==> src/rtl/hydra_axi_pkg.sv <==
// Shared AXI constants, FSM state type and helpers for the burst writer.
package hydra_axi_pkg;

   localparam logic [1:0] RESP_OKAY    = 2'b00;
   localparam logic [1:0] BURST_INCR   = 2'b01;
   localparam int         AXI_4K_BYTES = 4096;

   typedef enum logic [2:0] {
      IDLE,
      WAIT_DATA,
      AW,
      W,
      B
   } wr_state_e;

   function automatic logic [2:0] axsize_for(input int data_width);
      return 3'($clog2(data_width / 8));
   endfunction

endpackage

==> src/rtl/axi_stream_burst_writer_if.sv <==
// Stream input plus AXI4 write channels (AW/W/B) of the burst writer.
interface axi_stream_burst_writer_if #(
   parameter int ADDR_WIDTH = 28,
   parameter int DATA_WIDTH = 64,
   parameter int ID_WIDTH   = 4
);
   localparam int STRB_WIDTH = DATA_WIDTH / 8;

   logic                  s_valid;
   logic [DATA_WIDTH-1:0] s_data;
   logic                  s_ready;

   logic [ID_WIDTH-1:0]   m_axi_awid;
   logic [ADDR_WIDTH-1:0] m_axi_awaddr;
   logic [7:0]            m_axi_awlen;
   logic [2:0]            m_axi_awsize;
   logic [1:0]            m_axi_awburst;
   logic                  m_axi_awvalid;
   logic                  m_axi_awready;

   logic [DATA_WIDTH-1:0] m_axi_wdata;
   logic [STRB_WIDTH-1:0] m_axi_wstrb;
   logic                  m_axi_wlast;
   logic                  m_axi_wvalid;
   logic                  m_axi_wready;

   logic [ID_WIDTH-1:0]   m_axi_bid;
   logic [1:0]            m_axi_bresp;
   logic                  m_axi_bvalid;
   logic                  m_axi_bready;

   // Writer side: consumes the stream, masters the AXI write channels.
   modport master (
      input  s_valid, s_data,
      output s_ready,
      output m_axi_awid, m_axi_awaddr, m_axi_awlen, m_axi_awsize, m_axi_awburst, m_axi_awvalid,
      input  m_axi_awready,
      output m_axi_wdata, m_axi_wstrb, m_axi_wlast, m_axi_wvalid,
      input  m_axi_wready,
      input  m_axi_bid, m_axi_bresp, m_axi_bvalid,
      output m_axi_bready
   );

   modport slave (
      output s_valid, s_data,
      input  s_ready,
      input  m_axi_awid, m_axi_awaddr, m_axi_awlen, m_axi_awsize, m_axi_awburst, m_axi_awvalid,
      output m_axi_awready,
      input  m_axi_wdata, m_axi_wstrb, m_axi_wlast, m_axi_wvalid,
      output m_axi_wready,
      output m_axi_bid, m_axi_bresp, m_axi_bvalid,
      input  m_axi_bready
   );

endinterface

==> src/rtl/axi_wr_fifo.sv <==
// Synchronous first-word-fall-through FIFO buffering stream words ahead of W beats.
module axi_wr_fifo #(
   parameter int WIDTH = 64,
   parameter int DEPTH = 32,
   localparam int PTR_W = $clog2(DEPTH)
) (
   input  logic             clk,
   input  logic             rst,
   input  logic             push,
   input  logic [WIDTH-1:0] din,
   input  logic             pop,
   output logic [WIDTH-1:0] dout,
   output logic [PTR_W:0]   count,
   output logic             full,
   output logic             empty
);

   logic [WIDTH-1:0] mem [DEPTH];
   logic [PTR_W-1:0] wr_ptr;
   logic [PTR_W-1:0] rd_ptr;
   logic             push_ok;
   logic             pop_ok;

   assign full    = (count == (PTR_W + 1)'(DEPTH));
   assign empty   = (count == '0);
   assign push_ok = push && !full;
   assign pop_ok  = pop && !empty;
   assign dout    = mem[rd_ptr];

   always_ff @(posedge clk) begin
      if (push_ok) begin
         mem[wr_ptr] <= din;
      end
   end

   // Pointers wrap naturally because DEPTH is a power of two.
   always_ff @(posedge clk or posedge rst) begin
      if (rst) begin
         wr_ptr <= '0;
         rd_ptr <= '0;
         count  <= '0;
      end else begin
         if (push_ok) begin
            wr_ptr <= wr_ptr + 1'b1;
         end
         if (pop_ok) begin
            rd_ptr <= rd_ptr + 1'b1;
         end
         if (push_ok && !pop_ok) begin
            count <= count + 1'b1;
         end else if (pop_ok && !push_ok) begin
            count <= count - 1'b1;
         end
      end
   end

endmodule

==> src/rtl/axi_stream_burst_writer.sv <==
// Stream-to-AXI4 write master: buffers words and issues 4 KiB-safe INCR bursts, one outstanding.
// Optional AXI_STREAM_BURST_WRITER_BRESP_CHECK_EN adds a sticky err flag for bad B responses.
module axi_stream_burst_writer
   import hydra_axi_pkg::*;
#(
   parameter int                  ADDR_WIDTH  = 28,
   parameter int                  DATA_WIDTH  = 64,
   parameter int                  STRB_WIDTH  = DATA_WIDTH / 8,
   parameter int                  ID_WIDTH    = 4,
   parameter logic [ID_WIDTH-1:0] AXI_ID      = '0,
   parameter int                  BURST_BEATS = 16,
   parameter int                  FIFO_DEPTH  = 32
) (
   input  logic                  clk,
   input  logic                  rst,
   input  logic                  cfg_start,
   input  logic [ADDR_WIDTH-1:0] cfg_base_addr,
   input  logic [23:0]           cfg_words,
   output logic                  busy,
   output logic                  done,
`ifdef AXI_STREAM_BURST_WRITER_BRESP_CHECK_EN
   output logic                  err,
`endif
   axi_stream_burst_writer_if.master bus
);

   localparam int CNT_W = $clog2(FIFO_DEPTH) + 1;

   wr_state_e             state;
   logic [ADDR_WIDTH-1:0] addr;
   logic [23:0]           rem_words;
   logic [23:0]           in_left;
   logic [8:0]            blen_q;
   logic [8:0]            beat_cnt;
   logic [12:0]           beats_to_4k;
   logic [12:0]           blen_calc;

   logic                  s_ready_int;
   logic                  wvalid_int;
   logic                  fifo_push;
   logic                  fifo_pop;
   logic                  fifo_full;
   logic                  fifo_empty;
   logic [CNT_W-1:0]      fifo_count;
   logic [DATA_WIDTH-1:0] fifo_dout;

   assign s_ready_int = busy && !fifo_full && (in_left != 24'd0);
   assign fifo_push   = bus.s_valid && s_ready_int;
   assign wvalid_int  = (state == W) && !fifo_empty;
   assign fifo_pop    = wvalid_int && bus.m_axi_wready;

   axi_wr_fifo #(
      .WIDTH (DATA_WIDTH),
      .DEPTH (FIFO_DEPTH)
   ) u_fifo (
      .clk   (clk),
      .rst   (rst),
      .push  (fifo_push),
      .din   (bus.s_data),
      .pop   (fifo_pop),
      .dout  (fifo_dout),
      .count (fifo_count),
      .full  (fifo_full),
      .empty (fifo_empty)
   );

   // addr is beat-aligned, so the distance to the next 4 KiB page divides exactly.
   assign beats_to_4k = 13'((AXI_4K_BYTES - int'(addr[11:0])) / STRB_WIDTH);

   always_comb begin
      blen_calc = 13'(BURST_BEATS);
      if (rem_words < 24'(blen_calc)) begin
         blen_calc = rem_words[12:0];
      end
      if (beats_to_4k < blen_calc) begin
         blen_calc = beats_to_4k;
      end
   end

   assign bus.s_ready       = s_ready_int;
   assign bus.m_axi_awid    = AXI_ID;
   assign bus.m_axi_awaddr  = addr;
   assign bus.m_axi_awlen   = 8'(blen_q - 9'd1);
   assign bus.m_axi_awsize  = axsize_for(DATA_WIDTH);
   assign bus.m_axi_awburst = BURST_INCR;
   assign bus.m_axi_awvalid = (state == AW);
   assign bus.m_axi_wdata   = fifo_dout;
   assign bus.m_axi_wstrb   = '1;
   assign bus.m_axi_wlast   = (state == W) && (beat_cnt == 9'd1);
   assign bus.m_axi_wvalid  = wvalid_int;
   assign bus.m_axi_bready  = (state == B);

   // The burst length is frozen in blen_q on leaving WAIT_DATA so AW fields stay stable.
   always_ff @(posedge clk or posedge rst) begin
      if (rst) begin
         state     <= IDLE;
         addr      <= '0;
         rem_words <= '0;
         in_left   <= '0;
         blen_q    <= 9'd1;
         beat_cnt  <= '0;
         busy      <= 1'b0;
         done      <= 1'b0;
      end else begin
         done <= 1'b0;
         if (fifo_push) begin
            in_left <= in_left - 24'd1;
         end
         case (state)
            IDLE: begin
               if (cfg_start) begin
                  addr      <= cfg_base_addr & ~ADDR_WIDTH'(STRB_WIDTH - 1);
                  rem_words <= cfg_words;
                  in_left   <= cfg_words;
                  if (cfg_words == 24'd0) begin
                     done <= 1'b1;
                  end else begin
                     busy  <= 1'b1;
                     state <= WAIT_DATA;
                  end
               end
            end
            WAIT_DATA: begin
               if (int'(fifo_count) >= int'(blen_calc)) begin
                  blen_q <= blen_calc[8:0];
                  state  <= AW;
               end
            end
            AW: begin
               if (bus.m_axi_awready) begin
                  beat_cnt <= blen_q;
                  state    <= W;
               end
            end
            W: begin
               if (fifo_pop) begin
                  beat_cnt <= beat_cnt - 9'd1;
                  if (beat_cnt == 9'd1) begin
                     state <= B;
                  end
               end
            end
            B: begin
               if (bus.m_axi_bvalid) begin
                  addr      <= addr + ADDR_WIDTH'(int'(blen_q) * STRB_WIDTH);
                  rem_words <= rem_words - 24'(blen_q);
                  if (rem_words == 24'(blen_q)) begin
                     done  <= 1'b1;
                     busy  <= 1'b0;
                     state <= IDLE;
                  end else begin
                     state <= WAIT_DATA;
                  end
               end
            end
            default: state <= IDLE;
         endcase
      end
   end

`ifdef AXI_STREAM_BURST_WRITER_BRESP_CHECK_EN
   always_ff @(posedge clk or posedge rst) begin
      if (rst) begin
         err <= 1'b0;
      end else if (state == IDLE && cfg_start) begin
         err <= 1'b0;
      end else if (state == B && bus.m_axi_bvalid &&
                   (bus.m_axi_bresp != RESP_OKAY || bus.m_axi_bid != AXI_ID)) begin
         err <= 1'b1;
      end
   end
`else
   logic unused_b_fields;
   assign unused_b_fields = ^{bus.m_axi_bid, bus.m_axi_bresp};
`endif

endmodule

==> src/flat_wrapper.sv <==
// flat-port wrapper written by rule: the top's interface ports become plain ports
module axi_stream_burst_writer_flat import hydra_axi_pkg::*;
#(
   parameter int                  ADDR_WIDTH  = 28,
   parameter int                  DATA_WIDTH  = 64,
   parameter int                  STRB_WIDTH  = DATA_WIDTH / 8,
   parameter int                  ID_WIDTH    = 4,
   parameter logic [ID_WIDTH-1:0] AXI_ID      = '0,
   parameter int                  BURST_BEATS = 16,
   parameter int                  FIFO_DEPTH  = 32
)
  (clk, rst, cfg_start, cfg_base_addr, cfg_words, busy, done, bus_s_valid, bus_s_data, bus_s_ready, bus_m_axi_awid, bus_m_axi_awaddr, bus_m_axi_awlen, bus_m_axi_awsize, bus_m_axi_awburst, bus_m_axi_awvalid, bus_m_axi_awready, bus_m_axi_wdata, bus_m_axi_wstrb, bus_m_axi_wlast, bus_m_axi_wvalid, bus_m_axi_wready, bus_m_axi_bid, bus_m_axi_bresp, bus_m_axi_bvalid, bus_m_axi_bready);
  axi_stream_burst_writer_if #(.ADDR_WIDTH(ADDR_WIDTH), .DATA_WIDTH(DATA_WIDTH), .ID_WIDTH(ID_WIDTH)) bus_i ();
  input  logic clk;
  input  logic rst;
  input  logic cfg_start;
  input  logic [ADDR_WIDTH-1:0] cfg_base_addr;
  input  logic [23:0] cfg_words;
  output logic busy;
  output logic done;
  input wire logic [$bits(bus_i.s_valid)-1:0] bus_s_valid;
  input wire logic [$bits(bus_i.s_data)-1:0] bus_s_data;
  output wire logic [$bits(bus_i.s_ready)-1:0] bus_s_ready;
  output wire logic [$bits(bus_i.m_axi_awid)-1:0] bus_m_axi_awid;
  output wire logic [$bits(bus_i.m_axi_awaddr)-1:0] bus_m_axi_awaddr;
  output wire logic [$bits(bus_i.m_axi_awlen)-1:0] bus_m_axi_awlen;
  output wire logic [$bits(bus_i.m_axi_awsize)-1:0] bus_m_axi_awsize;
  output wire logic [$bits(bus_i.m_axi_awburst)-1:0] bus_m_axi_awburst;
  output wire logic [$bits(bus_i.m_axi_awvalid)-1:0] bus_m_axi_awvalid;
  input wire logic [$bits(bus_i.m_axi_awready)-1:0] bus_m_axi_awready;
  output wire logic [$bits(bus_i.m_axi_wdata)-1:0] bus_m_axi_wdata;
  output wire logic [$bits(bus_i.m_axi_wstrb)-1:0] bus_m_axi_wstrb;
  output wire logic [$bits(bus_i.m_axi_wlast)-1:0] bus_m_axi_wlast;
  output wire logic [$bits(bus_i.m_axi_wvalid)-1:0] bus_m_axi_wvalid;
  input wire logic [$bits(bus_i.m_axi_wready)-1:0] bus_m_axi_wready;
  input wire logic [$bits(bus_i.m_axi_bid)-1:0] bus_m_axi_bid;
  input wire logic [$bits(bus_i.m_axi_bresp)-1:0] bus_m_axi_bresp;
  input wire logic [$bits(bus_i.m_axi_bvalid)-1:0] bus_m_axi_bvalid;
  output wire logic [$bits(bus_i.m_axi_bready)-1:0] bus_m_axi_bready;
  assign bus_i.s_valid = bus_s_valid;
  assign bus_i.s_data = bus_s_data;
  assign bus_s_ready = bus_i.s_ready;
  assign bus_m_axi_awid = bus_i.m_axi_awid;
  assign bus_m_axi_awaddr = bus_i.m_axi_awaddr;
  assign bus_m_axi_awlen = bus_i.m_axi_awlen;
  assign bus_m_axi_awsize = bus_i.m_axi_awsize;
  assign bus_m_axi_awburst = bus_i.m_axi_awburst;
  assign bus_m_axi_awvalid = bus_i.m_axi_awvalid;
  assign bus_i.m_axi_awready = bus_m_axi_awready;
  assign bus_m_axi_wdata = bus_i.m_axi_wdata;
  assign bus_m_axi_wstrb = bus_i.m_axi_wstrb;
  assign bus_m_axi_wlast = bus_i.m_axi_wlast;
  assign bus_m_axi_wvalid = bus_i.m_axi_wvalid;
  assign bus_i.m_axi_wready = bus_m_axi_wready;
  assign bus_i.m_axi_bid = bus_m_axi_bid;
  assign bus_i.m_axi_bresp = bus_m_axi_bresp;
  assign bus_i.m_axi_bvalid = bus_m_axi_bvalid;
  assign bus_m_axi_bready = bus_i.m_axi_bready;
  axi_stream_burst_writer #(.ADDR_WIDTH(ADDR_WIDTH), .DATA_WIDTH(DATA_WIDTH), .STRB_WIDTH(STRB_WIDTH), .ID_WIDTH(ID_WIDTH), .AXI_ID(AXI_ID), .BURST_BEATS(BURST_BEATS), .FIFO_DEPTH(FIFO_DEPTH)) u_core (.clk(clk), .rst(rst), .cfg_start(cfg_start), .cfg_base_addr(cfg_base_addr), .cfg_words(cfg_words), .busy(busy), .done(done), .bus(bus_i));
endmodule
==> config.mk <==
export PLATFORM = sky130hd
export DESIGN_NAME = axi_stream_burst_writer_flat
export DESIGN_NICKNAME = d
export VERILOG_FILES = /design/src/rtl/hydra_axi_pkg.sv /design/src/rtl/axi_stream_burst_writer_if.sv /design/src/rtl/axi_wr_fifo.sv /design/src/rtl/axi_stream_burst_writer.sv /design/src/flat_wrapper.sv
export SDC_FILE = /design/constraint.sdc
export NUM_CORES = 2
export LEC_CHECK = 0
export CAP_MARGIN = 20
export CELL_PAD_IN_SITES_DETAIL_PLACEMENT = 1
export CELL_PAD_IN_SITES_GLOBAL_PLACEMENT = 2
export CORE_MARGIN = 1.5
export CORE_UTILIZATION = 45
export DETAILED_ROUTE_END_ITERATION = 8
export DONT_BUFFER_PORTS = 1
export PLACE_DENSITY = 0.75
export REMOVE_ABC_BUFFERS = 1
export SETUP_SLACK_MARGIN = 0.2
export SLEW_MARGIN = 20
export SYNTH_ARGS = -nofsm -noshare
export SYNTH_HDL_FRONTEND = slang
export SYNTH_HIERARCHICAL = 1
export SYNTH_SLANG_ARGS = --single-unit
==> constraint.sdc <==
create_clock -name clk -period 12.1 [get_ports clk]
set_input_delay 1.815 -clock clk [delete_from_list [all_inputs] [get_ports clk]]
set_output_delay 1.815 -clock clk [all_outputs]
set_load 0.005 [all_outputs]
Word level (Yosys, flattened, before mapping)
Memory sizes are Yosys's and may differ from the RTL's.
Cells that the tools add are included.
{"block": "totals", "reg_bits": 115, "ram_bits": 2048, "input_bits": 129, "mem_count": 1}
{"block": "classes", "n_addsub": 11, "n_lt_le_gt_ge": 3, "eq_ne": 15, "n_mux": 37, "n_bitwise": 1, "n_reduce_logical": 27}
{"memory": "u_core.u_fifo.mem", "depth": 32, "word_bits": 64, "read_ports": 1, "rd_clocked_by_memory_dff": 0, "wr": 1, "line": "axi_wr_fifo.sv:18", "rtl": "logic [WIDTH-1:0] mem [DEPTH];"}
{"op": "$mux W24", "count": 5}
{"op": "$mux W28", "count": 2}
{"op": "$pmux W28 S2", "count": 1}
{"op": "$pmux W24 S2", "count": 1}
{"op": "$add A28 B12 Y28", "count": 1}
{"op": "$mux W13", "count": 2}
{"op": "$eq A24 B9 Y1", "count": 1}
{"op": "$logic_not A24 Y1", "count": 1}
{"op": "$lt A24 B5 Y1 const B", "count": 1}
{"op": "$reduce_bool A24 Y1", "count": 1}
{"op": "$sub A24 B1 Y24 const B", "count": 1}
{"op": "$sub A24 B9 Y24", "count": 1}
{"op": "$mux W3", "count": 7}
{"op": "$mux W9", "count": 2}
{"op": "$pmux W9 S2", "count": 1}
{"op": "$pmux W3 S5", "count": 1}
{"op": "$sub A13 B12 Y14 const A", "count": 1}
{"op": "$add A13 B1 Y13", "count": 1}
{"op": "$ge A6 B13 Y1", "count": 1}
{"op": "$lt A13 B13 Y1", "count": 1}
{"op": "$mux W6", "count": 2}
{"op": "$mux W1", "count": 11}
{"op": "$add A5 B1 Y5 const B", "count": 2}
{"op": "$logic_and A1 B1 Y1", "count": 10}
{"op": "22 further kinds", "count": 36}

Logic depth before layout (Yosys ltp)
{"block": "depth", "ltp_word": 10, "mapped_depth": 21, "depth_no_buf": 21}

Hierarchy
Netlist, hierarchy kept.
{"module": "axi_wr_fifo", "instances": 1, "cells_each": 3517, "area_each_um2": 78586.6, "seq_area_each_um2": 61899.4}
{"module": "axi_stream_burst_writer", "instances": 1, "cells_each": 858, "area_each_um2": 6986.7, "seq_area_each_um2": 2403.6}

Worst setup path after synthesis
Ideal clock, no wire load.
{"block": "synth_path", "path_type": "input -> register", "from": "input port bus_s_valid", "to": "memory u_core.u_fifo.mem[13][0] (enable)", "setup_ns": 0.487, "t_arrival_ns": 5.140, "required_ns": 11.613, "slack_ns": 6.473, "stages": 6, "path_buffers": 1, "cell_sequence": "nand2_1 inv_1 o31a_1 buf_2 nand2_1 nor2_1"}
{"block": "synth_via", "elab_chain_cells": 4}
{"item": "start, declared", "line": "flat_wrapper.sv:21", "rtl": "input wire logic [$bits(bus_i.s_valid)-1:0] bus_s_valid;"}
{"item": "$logic_and A1 B1 Y1", "line": "axi_stream_burst_writer.sv:48", "rtl": "assign fifo_push = bus.s_valid && s_ready_int;"}
{"item": "net u_core.fifo_push", "line": "axi_stream_burst_writer.sv:40", "rtl": "logic fifo_push;"}
{"item": "$logic_and A1 B1 Y1", "line": "axi_wr_fifo.sv:26", "rtl": "assign push_ok = push && !full;"}
{"item": "net u_core.u_fifo.push_ok", "line": "axi_wr_fifo.sv:21", "rtl": "logic push_ok;"}
{"item": "$mux W1", "line": "axi_wr_fifo.sv:31", "rtl": "if (push_ok) begin"}
{"item": "$mux W1 (implied by the code)", "line": "axi_wr_fifo.sv:32", "rtl": "mem[wr_ptr] <= din;"}
{"item": "end, declared", "line": "axi_wr_fifo.sv:18"}
The timed path passes the listed nets, and every way through them passes these cells.

Worst setup path after layout
{"block": "layout_path", "from": "register u_core.u_fifo.rd_ptr[2]", "to": "output port bus_m_axi_wdata[47]"}
{"block": "layout_via", "elab_chain_cells": 1}
{"item": "start, declared", "line": "axi_wr_fifo.sv:20", "rtl": "logic [PTR_W-1:0] rd_ptr;"}
{"item": "start signal, assigned", "line": "axi_wr_fifo.sv:47", "rtl": "rd_ptr <= rd_ptr + 1'b1;"}
{"item": "$mem_v2 Z32 W64"}
{"item": "end, declared", "line": "flat_wrapper.sv:31", "rtl": "output wire logic [$bits(bus_i.m_axi_wdata)-1:0] bus_m_axi_wdata;"}
No other way between the ends.

==> flow_summary.ini <==
[finish]
final_core_util_pct = 50.59
num-nets-final = 4650
stdcell_area_sq_mm = 0.09532
finalNonFillerCells = 7136
area_growth_pct = 11.39
drive_gt1_share_pct = 19.94
n_fill_cell = 16839

[clock_network]
clk_latency_ns = 0.85
clk_path_buf_depth = 3
root_buffer = clkbuf_16
htree_levels = 4
holdBufCountCts = 0
postCtsSetupBuffers = 0
cts_buffers = 216
clock_sinks = 2160
cts.repair.resized = 0
worst_setup_hold_path_clk_slew_ns = 0.06
cts_tree = done

[synth]
yosys_warnings = 6
synth_edf_count = 2048
synthCells = 4375
synth_area_sq_mm = 0.08557
ys_ff_latch = 2160
ys_seq_area_share_pct = 75.14
avgSynthCellArea_sq_um = 19.56
async_flop_share_pct = 5.185
synth_cell_types = 77
synth_flop_cell = edfxtp_1

[pwr]
p_sw_mw = 6.804
power_density_mw_per_mm2 = 227.9
power_frac_comb_pct = 27.7
seqPwrFrac_pct = 42.3
ir_worst_vdd_uv = 208.9
intPower_mw = 14.92
switching_share_pct = 31.32
leakagePower_nw = 30.32
finalPower_mw = 21.72
clkPwrFrac_pct = 30.1

[worst_setup_path]
cp_slowest_cell = nor3_1
worstPathArrival_ns = 4.87
crit_chain = buf_4, buf_12, nand3b_1, buf_4, o22ai_1, a2111oi_2, nor3_1
critical_path_buf_inv_count = 3
slowest_delay_ns = 0.82
worstSetupStartpointType = flop
cp.required_ns = 10.28
crit_family = buffers and inverters
critPathCaptureType = primary output
cp_common_cell = buf_4
path_max_fanout = 119
setup.worst_path.class = reg2out
r2r_slack_ns = 6.66

[sta]
setup_viol = 0
slew_violations = 0
grt_setup_unrepaired = false
fin_crit_ns = 6.686
maxSlewHeadroom_pct = 22.80
tns_ns = 0
fin_crit_sh_pct = 55.26
worstMarginPinSlew_ns = 1.158
hold_ws_ns = 0.5161
fin_ws_ns = 5.414
fmax_mhz = 149.6
hold_violations = 0
finalClockSkew_ns = 0.03156

[floorplanning]
die_h_um = 439.1
io_pins = 253
fp-row-count = 159
die_x_um = 439.1
core_region_area_sq_mm = 0.1884
dieArea_sq_mm = 0.1928
start_util_pct = 45.42

[outcome]
outcome = finished, final reports clean

[place]
numPortBuffers = 0
post_dp_cell_area_sq_mm = 0.08843
dp.cells = 6742
routabilityCongestion = 0.8020
dp_hpwl_mm = 122.6
dp_slack_ns = 6.085

[routing]
drt-initial-drc-count = 4126
postRouteAntennaNets = 0
drc_errors = 0
routed_wirelength_mm = 225.3
dr.pass1.iters = 5
avgRoutedWirePerCell_um = 31.57
via_per_inst = 6.156
num_vias = 43928

[global_routing]
track_usage_pct = 23.49
antenna_found_initial = 1
grt_pass1_wl_mm = 326.9
grt_pass1_vias = 45852
grt_max_degree = 143
overflow = 0

[hold_path]
hp-class = reg2reg

[run]
maxCapViolCount = 0
cell families (layout without fill, tap and decap cells):
group | Yosys count | in the layout | share of synthesized area [%]
AOI/OAI and AO/OA | 668 | 668 | 5.489
xor gates and xnor gates | 52 | 52 | 0.5322
adders and majority gates | 54 | 54 | 0.8159
buffers and inverters | 290 | 532 | 1.911
DFF | 2160 | 2160 | 75.14
muxes | 659 | 659 | 13.27
other | 2 | 26 | 0.008776
and+or+nand+nor | 490 | 490 | 2.828
cell type report:
class	count	area (sq um)	area share (%)
flip-flops and latches	2160	64320	67.48
multi-input cells	1948	20010	21.00
clock buffers	280	5728	6.009
well taps	2495	3122	3.275
clock inverters	111	1100	1.154
repair buffers	103	888.4	0.9320
inverters	38	147.6	0.1549
diodes	1	2.502	0.002625
routing by layer:
layer | global-route usage, % | vias to the layer above | share of wire [%]
met4 | 5.486 | 0 | 2.0
met5 | 0 | - | 0
met3 | 4.110 | 289 | 6.8
met1 | 32.27 | 23785 | 41
met2 | 39.17 | 1566 | 50
li1 | - | 18288 | -
synth_stat cells (all sizes together), types with 21 or more instances:
cell,number,share of area (%)
a211oi,36,0.46
a21oi,138,0.81
a22oi,133,1.2
buf,144,1.3
clkbuf,108,0.47
dfrtp,111,3.2
edfxtp,2048,72
ha,51,0.75
inv,38,0.17
mux2,52,0.69
mux2i,232,2.7
mux4,375,9.9
nand2,115,0.51
nand3,51,0.31
nor2,134,0.59
nor3,45,0.27
nor4,27,0.20
o21ai,70,0.42
o221ai,59,0.60
o22ai,111,0.81
or4,21,0.19
xnor2,35,0.36
path summary, 6_finish.rpt:
kind	from	end	cells after the start
max	u_core/u_fifo/rd_ptr[2]	bus_m_axi_wdata[47]	7
min	u_core/beat_cnt[8]	u_core/beat_cnt[8]	2
max reg2reg	u_core/rem_words[9]	u_core/blen_q[0]	16
min reg2reg	u_core/beat_cnt[8]	u_core/beat_cnt[8]	2
max in group asynchronous	rst	u_core/in_left[8]	2
min in group asynchronous	rst	u_core/state[1]	1
sequential cells by signal (all words and copies together) (netlist names):
register,cells
u_core/in_left,24
u_core/bus.m_axi_awaddr,25
u_core/busy,1
u_core/u_fifo/wr_ptr,5
u_core/state,3
u_core/beat_cnt,9
u_core/rem_words,24
u_core/u_fifo/rd_ptr,5
u_core/u_fifo/mem,2048
u_core/u_fifo/count,6
u_core/done,1
u_core/blen_q,9
power by group through the flow:
| stage | registers (mW) | logic (mW) | clock network (mW) |
|---|---|---|---|
| 2_1_floorplan | 9.67 | 5.00 | 0 |
| 5_1_grt | 9.25 | 6.45 | 6.87 |
| 3_3_place_gp | 9.31 | 5.99 | 0 |
| 6_report | 9.19 | 6.01 | 6.53 |
| 4_1_cts | 9.19 | 6.11 | 6.64 |
| 3_5_place_dp | 9.34 | 6.07 | 0 |
worst min-delay path: cells and delay by family (launching register included):
kind / cells / cell delay (ns)
flip-flops: 1 / 0.34
AO/OA/AOI/OAI: 2 / 0.14
cell usage in the layout (no fill, tap or decap), drive strengths merged, types with 36 or more instances in the layout:
cell | netlist | final
ha | 51 | 51
nand3 | 51 | 51
a211oi | 36 | 36
mux2 | 52 | 52
nor3 | 45 | 45
o21ai | 70 | 70
nor2 | 134 | 134
dfrtp | 111 | 111
buf | 144 | 103
edfxtp | 2048 | 2048
clkbuf | 108 | 280
a22oi | 133 | 133
mux2i | 232 | 232
clkinv | 0 | 80
o22ai | 111 | 111
mux4 | 375 | 375
inv | 38 | 48
o221ai | 59 | 59
nand2 | 115 | 115
a21oi | 138 | 138
Power figures use the tool's default switching activity.
